## config.mk

```make
export PLATFORM = sky130hd
export DESIGN_NAME = mem_ctrl
export DESIGN_NICKNAME = d
export VERILOG_FILES = /design/src/rtl/mem_ctrl.sv
export SDC_FILE = /design/constraint.sdc
export NUM_CORES = 1
export LEC_CHECK = 0
export BUFFER_PORTS_ARGS = -buffer_cell sky130_fd_sc_hd__clkbuf_2
export CORE_MARGIN = 2
export CORE_UTILIZATION = 54
export CTS_BUF_LIST = sky130_fd_sc_hd__clkbuf_8
export DETAILED_ROUTE_END_ITERATION = 12
export PLACE_DENSITY = 0.82
export SLEW_MARGIN = 40
export SYNTH_ARGS = -nofsm -noshare
export SYNTH_HDL_FRONTEND = slang
export SYNTH_SLANG_ARGS = --single-unit
```

## constraint.sdc

```tcl
create_clock -name clk -period 3 [get_ports clk]
set_clock_uncertainty 0.15 [all_clocks]
set_input_delay 0.15 -clock clk [delete_from_list [all_inputs] [get_ports clk]]
set_output_delay 0.15 -clock clk [all_outputs]
set_load 0.01 [all_outputs]
```

## src/rtl/mem_ctrl.sv

```systemverilog
// Memory-side stage between the multicycle core and a single-port synchronous SRAM.
// Turns a level-held core request into one SRAM access, with store lane steering and load extension.
module mem_ctrl #(
  parameter int unsigned ADDR_WIDTH = 16,
  parameter int unsigned RD_LATENCY = 1
) (
  input  logic                  clk,
  input  logic                  rst,
  input  logic                  core_wen,
  input  logic [2:0]            core_mode,
  input  logic [31:0]           core_addr,
  input  logic [31:0]           core_wdata,
  output logic [31:0]           core_rdata,
  output logic                  core_ready,
  output logic                  misalign_err,
  output logic                  sram_ce,
  output logic                  sram_we,
  output logic [3:0]            sram_be,
  output logic [ADDR_WIDTH-3:0] sram_addr,
  output logic [31:0]           sram_wdata,
  input  logic [31:0]           sram_rdata
);

  localparam int unsigned KeyW = 68;
  localparam logic [2:0] CntInit = 3'(RD_LATENCY - 1);

  typedef enum logic [1:0] {StIdle, StWait, StDone} state_e;

  state_e          state_q, state_d;
  logic [KeyW-1:0] key, last_key_q, last_key_d;
  logic            key_valid_q, key_valid_d;
  logic            ready_q, ready_d;
  logic            misalign_q, misalign_d;
  logic [31:0]     rdata_q, rdata_d;
  logic [2:0]      cnt_q, cnt_d;
  logic [1:0]      off_q, off_d;
  logic [2:0]      mode_q, mode_d;

  logic        pending, is_byte, is_half, is_word, misaligned, issue;
  logic [31:0] lane, load_val;

  assign key     = {core_wen, core_mode, core_addr, core_wdata};
  assign pending = ~key_valid_q | (key != last_key_q);

  assign is_byte    = (core_mode[1:0] == 2'b00);
  assign is_half    = (core_mode[1:0] == 2'b01);
  assign is_word    = core_mode[1];
  assign misaligned = (is_half & core_addr[0]) | (is_word & (core_addr[1:0] != 2'b00));

  // Lane extraction uses the mode/offset latched at issue, not the live request.
  always_comb begin
    lane     = sram_rdata >> {off_q, 3'b000};
    load_val = sram_rdata;
    unique case (mode_q[1:0])
      2'b00:   load_val = {{24{lane[7] & ~mode_q[2]}}, lane[7:0]};
      2'b01:   load_val = {{16{lane[15] & ~mode_q[2]}}, lane[15:0]};
      default: load_val = sram_rdata;
    endcase
  end

  always_comb begin
    state_d     = state_q;
    last_key_d  = last_key_q;
    key_valid_d = key_valid_q;
    ready_d     = ready_q;
    misalign_d  = misalign_q;
    rdata_d     = rdata_q;
    cnt_d       = cnt_q;
    off_d       = off_q;
    mode_d      = mode_q;
    issue       = 1'b0;
    unique case (state_q)
      StIdle: begin
        if (pending) begin
          last_key_d  = key;
          key_valid_d = 1'b1;
          ready_d     = 1'b0;
          if (misaligned) begin
            misalign_d = 1'b1;
            rdata_d    = '0;
            state_d    = StDone;
          end else begin
            issue      = 1'b1;
            misalign_d = 1'b0;
            off_d      = core_addr[1:0];
            mode_d     = core_mode;
            if (core_wen) begin
              state_d = StDone;
            end else begin
              cnt_d   = CntInit;
              state_d = StWait;
            end
          end
        end
      end
      StWait: begin
        if (cnt_q == 3'd0) begin
          rdata_d = load_val;
          state_d = StDone;
        end else begin
          cnt_d = cnt_q - 3'd1;
        end
      end
      StDone: begin
        ready_d = 1'b1;
        state_d = StIdle;
      end
      default: state_d = StIdle;
    endcase
  end

  // Gated by rst so the SRAM sees no strobe while reset holds the FSM in IDLE with key_valid low.
  always_comb begin
    sram_ce    = issue & rst;
    sram_we    = sram_ce & core_wen;
    sram_be    = '0;
    sram_wdata = '0;
    sram_addr  = '0;
    if (sram_ce) begin
      sram_addr = core_addr[ADDR_WIDTH-1:2];
      sram_be   = 4'b1111;
      if (core_wen) begin
        if (is_byte) begin
          sram_be    = 4'b0001 << core_addr[1:0];
          sram_wdata = {4{core_wdata[7:0]}};
        end else if (is_half) begin
          sram_be    = 4'b0011 << core_addr[1:0];
          sram_wdata = {2{core_wdata[15:0]}};
        end else begin
          sram_wdata = core_wdata;
        end
      end
    end
  end

  always_ff @(posedge clk or negedge rst) begin
    if (!rst) begin
      state_q     <= StIdle;
      last_key_q  <= '0;
      key_valid_q <= 1'b0;
      ready_q     <= 1'b0;
      misalign_q  <= 1'b0;
      rdata_q     <= '0;
      cnt_q       <= '0;
      off_q       <= '0;
      mode_q      <= '0;
    end else begin
      state_q     <= state_d;
      last_key_q  <= last_key_d;
      key_valid_q <= key_valid_d;
      ready_q     <= ready_d;
      misalign_q  <= misalign_d;
      rdata_q     <= rdata_d;
      cnt_q       <= cnt_d;
      off_q       <= off_d;
      mode_q      <= mode_d;
    end
  end

  assign core_rdata   = rdata_q;
  assign core_ready   = ready_q & ~pending;
  assign misalign_err = misalign_q;

endmodule

```

==> impl_metrics.toml <==
[job]
drv_cap = 0

[worst_hold_path]
hold_path_class = "in2reg"

[placement]
dp_hpwl_um = 13130
globalplace.congestion = 0.8937
io_buffers = 187
place_area_um2 = 7702

[detailed_routing]
wl_per_cell_um = 25.27
final_antenna_net_count = 0
vias = 7430
drt_iter0_markers = 862
via_per_inst = 6.552
wl_um = 28660
drc = 0
dr.pass1.iters = 5

[setup_path]
cp_slowest_stage_delay_ns = 0.61
end_kind = "output pin"
path_cells = "xnor2_1, nand4_1, nor4_4, nand4_1, o21ai_4, buf_6, buf_6, buf_12, nor3_1, clkbuf_2"
start_kind = "flip-flop"
crit_required_ns = 2.70
slowest_stage = "nor4_4"
arrival_ns = 3.44
critical_path_class = "reg2out"
cp_max_fo = 5

[floorplanning]
die_y_um = 114.5
die_w_um = 114.5
die_area_um2 = 13100
row_count = 40
start_util_pct = 55.08
io_pins = 188
design.core.area_um2 = 11960

[timing]
period_share_pct = 124.6
max_slew_margin_pct = 61.40
setup_viol = 163
worst_pin_slew_ns = 0.5790
fin_crit_ns = 3.739
rsz0062_at_grt = "yes"
max_freq_mhz = 267.5
worst_slack_ns = -0.7387
hold_viol = 0
drv_slew = 0
holdWs_ns = 0.1769

[grt]
antenna_found_initial = 0
overflow = 0
grt_usage_pct = 38.89
grt_max_degree = 109
grt_pass1_wl_um = 38480
grt_pass1_vias = 7172

[yosys]
synth_top_area_share_pct = 42.92
synth_area_um2 = 6589
synth_area_leader_cell = "dfrtp_1"
synth_seq_area_share_pct = 42.92
synth_cell_type_count = 47
synth_area_leaders = "dfrtp_1 (43%), mux2_2 (11%), xnor2_1 (5.7%)"
syn_inst = 666
syn-num-nets = 774
ys_ff_latch = 113
yosysWarnings = 0
syn_avg_cell_area_um2 = 9.893

[clock_tree]
cts_tree = "done"
clk_pin_slew_worst_paths_ns = 0.08
insertion_delay_ns = 0.49
cts_root_buffer = "clkbuf_8"
htreeDepth = 4
clock_sinks = 113
cts_buffers = 17
cts_buffer_depth = 2

[layout]
syn_to_final_growth_pct = 49.92
post-route-util_pct = 82.58
fin_nets = 1082
postLayoutCellArea_um2 = 9878
layout_commonest_cell = "clkbuf_2"
drive_gt1_share_pct = 39.11
antennaDiodeCount = 0
final_cell_mix = "clkbuf_2 (162), dfrtp_1 (113), dlygate4sd3_1 (101), mux2_2 (64), nand2_1 (60)"

[power]
p_leak_nw = 4.478
powerDensity_nw_per_um2 = 867.0
total_power_mw = 8.564
ir_drop_mv = 0.5045

[run_status]
status = "finished with violations"
violations = "setup timing"
[cells by family (layout without fill, tap and decap cells)]
| kind of cell | count (synthesis) | after routing | synth area share [%] |
|---|---|---|---|
| multiplexers | 94 | 94 | 15.57 |
| flip-flops | 113 | 113 | 42.92 |
| buffers and inverters | 66 | 386 | 4.329 |
| AO/OA/AOI/OAI | 140 | 140 | 14.00 |
| AND/OR/NAND/NOR | 189 | 190 | 14.34 |
| XOR/XNOR | 58 | 58 | 7.710 |
| adder cells (fa/ha/maj) | 6 | 6 | 1.139 |
[sequential cells by signal, indices dropped and copies added, names as in the netlist]
register,count
state_q,2
off_q,2
mode_q,3
last_key_q,68
cnt_q,3
key_valid_q,1
ready_q,1
misalign_err,1
core_rdata,32
[worst paths after layout]
| kind | cells after the start | to | startpoint | slack (ns) |
|---|---|---|---|---|
| min in group asynchronous | 3 | last_key_q[8]$_DFFE_PN0P_ | rst | 0.51 |
| setup / recovery | 10 | sram_be[3] | last_key_q[8]$_DFFE_PN0P_ | -0.74 |
| hold reg to reg | 2 | misalign_err$_DFFE_PN0P_ | misalign_err$_DFFE_PN0P_ | 0.37 |
| setup reg to reg | 10 | last_key_q[20]$_DFFE_PN0P_ | last_key_q[8]$_DFFE_PN0P_ | -0.62 |
| max in group asynchronous | 4 | last_key_q[36]$_DFFE_PN0P_ | rst | 0.99 |
| hold / removal | 3 | mode_q[0]$_DFFE_PN0P_ | core_mode[0] | 0.18 |
[timing repair]
| item | CTS | global route |
|---|---|---|
| pin swaps | 18 | 24 |
| setup endpoints to repair | 52 | 117 |
| gates resized for setup | 28 | 81 |
| hold endpoints to repair | 215 | 0 |
| setup buffers | 18 | 8 |
| hold buffers | 101 | 0 |
| gates cloned | 4 | 2 |
[synth_stat cells, drive strengths merged]
| library cell | instances |
|---|---|
| a2111oi | 1 |
| a211oi | 16 |
| a21boi | 8 |
| a21o | 1 |
| a21oi | 29 |
| a22o | 3 |
| a22oi | 1 |
| and2 | 11 |
| and3 | 14 |
| buf | 20 |
| clkbuf | 29 |
| dfrtp | 113 |
| ha | 6 |
| inv | 17 |
| mux2 | 68 |
| mux2i | 26 |
| nand2 | 60 |
| nand2b | 9 |
| nand3 | 2 |
| nand4 | 11 |
| nand4b | 2 |
| nor2 | 41 |
| nor2b | 6 |
| nor3 | 7 |
| nor4 | 24 |
| o2111ai | 2 |
| o211ai | 1 |
| o21a | 1 |
| o21ai | 48 |
| o221ai | 10 |
| o22ai | 16 |
| o2bb2ai | 2 |
| o31ai | 1 |
| or2 | 1 |
| or4 | 1 |
| xnor2 | 43 |
| xor2 | 15 |
[layout make-up]
| cell class | count | area [um^2] |
|---|---|---|
| clock buffers | 20 | 275.3 |
| clock inverters | 12 | 187.7 |
| fillers | 569 | 2083 |
| inverters | 17 | 63.81 |
| multi-input cells | 488 | 3760 |
| flip-flops and latches | 113 | 2828 |
| well taps | 147 | 183.9 |
| repair buffers | 337 | 2580 |
[stage by stage]
stage / cells / setup WS [ns] / setup TNS [ns]
final: 1134 / -0.7387 / -90.06
after global routing: 1134 / -0.7072 / -85.85
after CTS: 1127 / -0.04475 / -1.226
after detailed placement: 972 / 0.1237 / 0
after global placement: 972 / 0.1801 / 0
after floorplan: 666 / 0.7357 / 0
[critical path: cells and delay by family (launching register included)]
kind,cells,cell delay [ns]
compound gates,1,0.28
buf+inv,4,0.57
simple gates,4,1.42
flops,1,0.45
xor+xnor,1,0.21
[routing by layer]
layer | part of all wire, % | track usage [%] | vias to the layer above
li1 | - | - | 2999
met1 | 32 | 43.14 | 3446
met2 | 46 | 64.34 | 738
met3 | 12 | 11.28 | 247
met4 | 10 | 26.91 | 0
met5 | 0 | 0 | -
[report_power, final]
part | internal [mW] | switching [mW] | total [mW] | leakage, nW
logic | 1.88 | 2.12 | 4.00 | 2.85
registers | 2.19 | 0.604 | 2.79 | 1.39
clock network | 1.04 | 0.726 | 1.77 | 0.237
No activity file was read; power rests on OpenSTA's default activity.
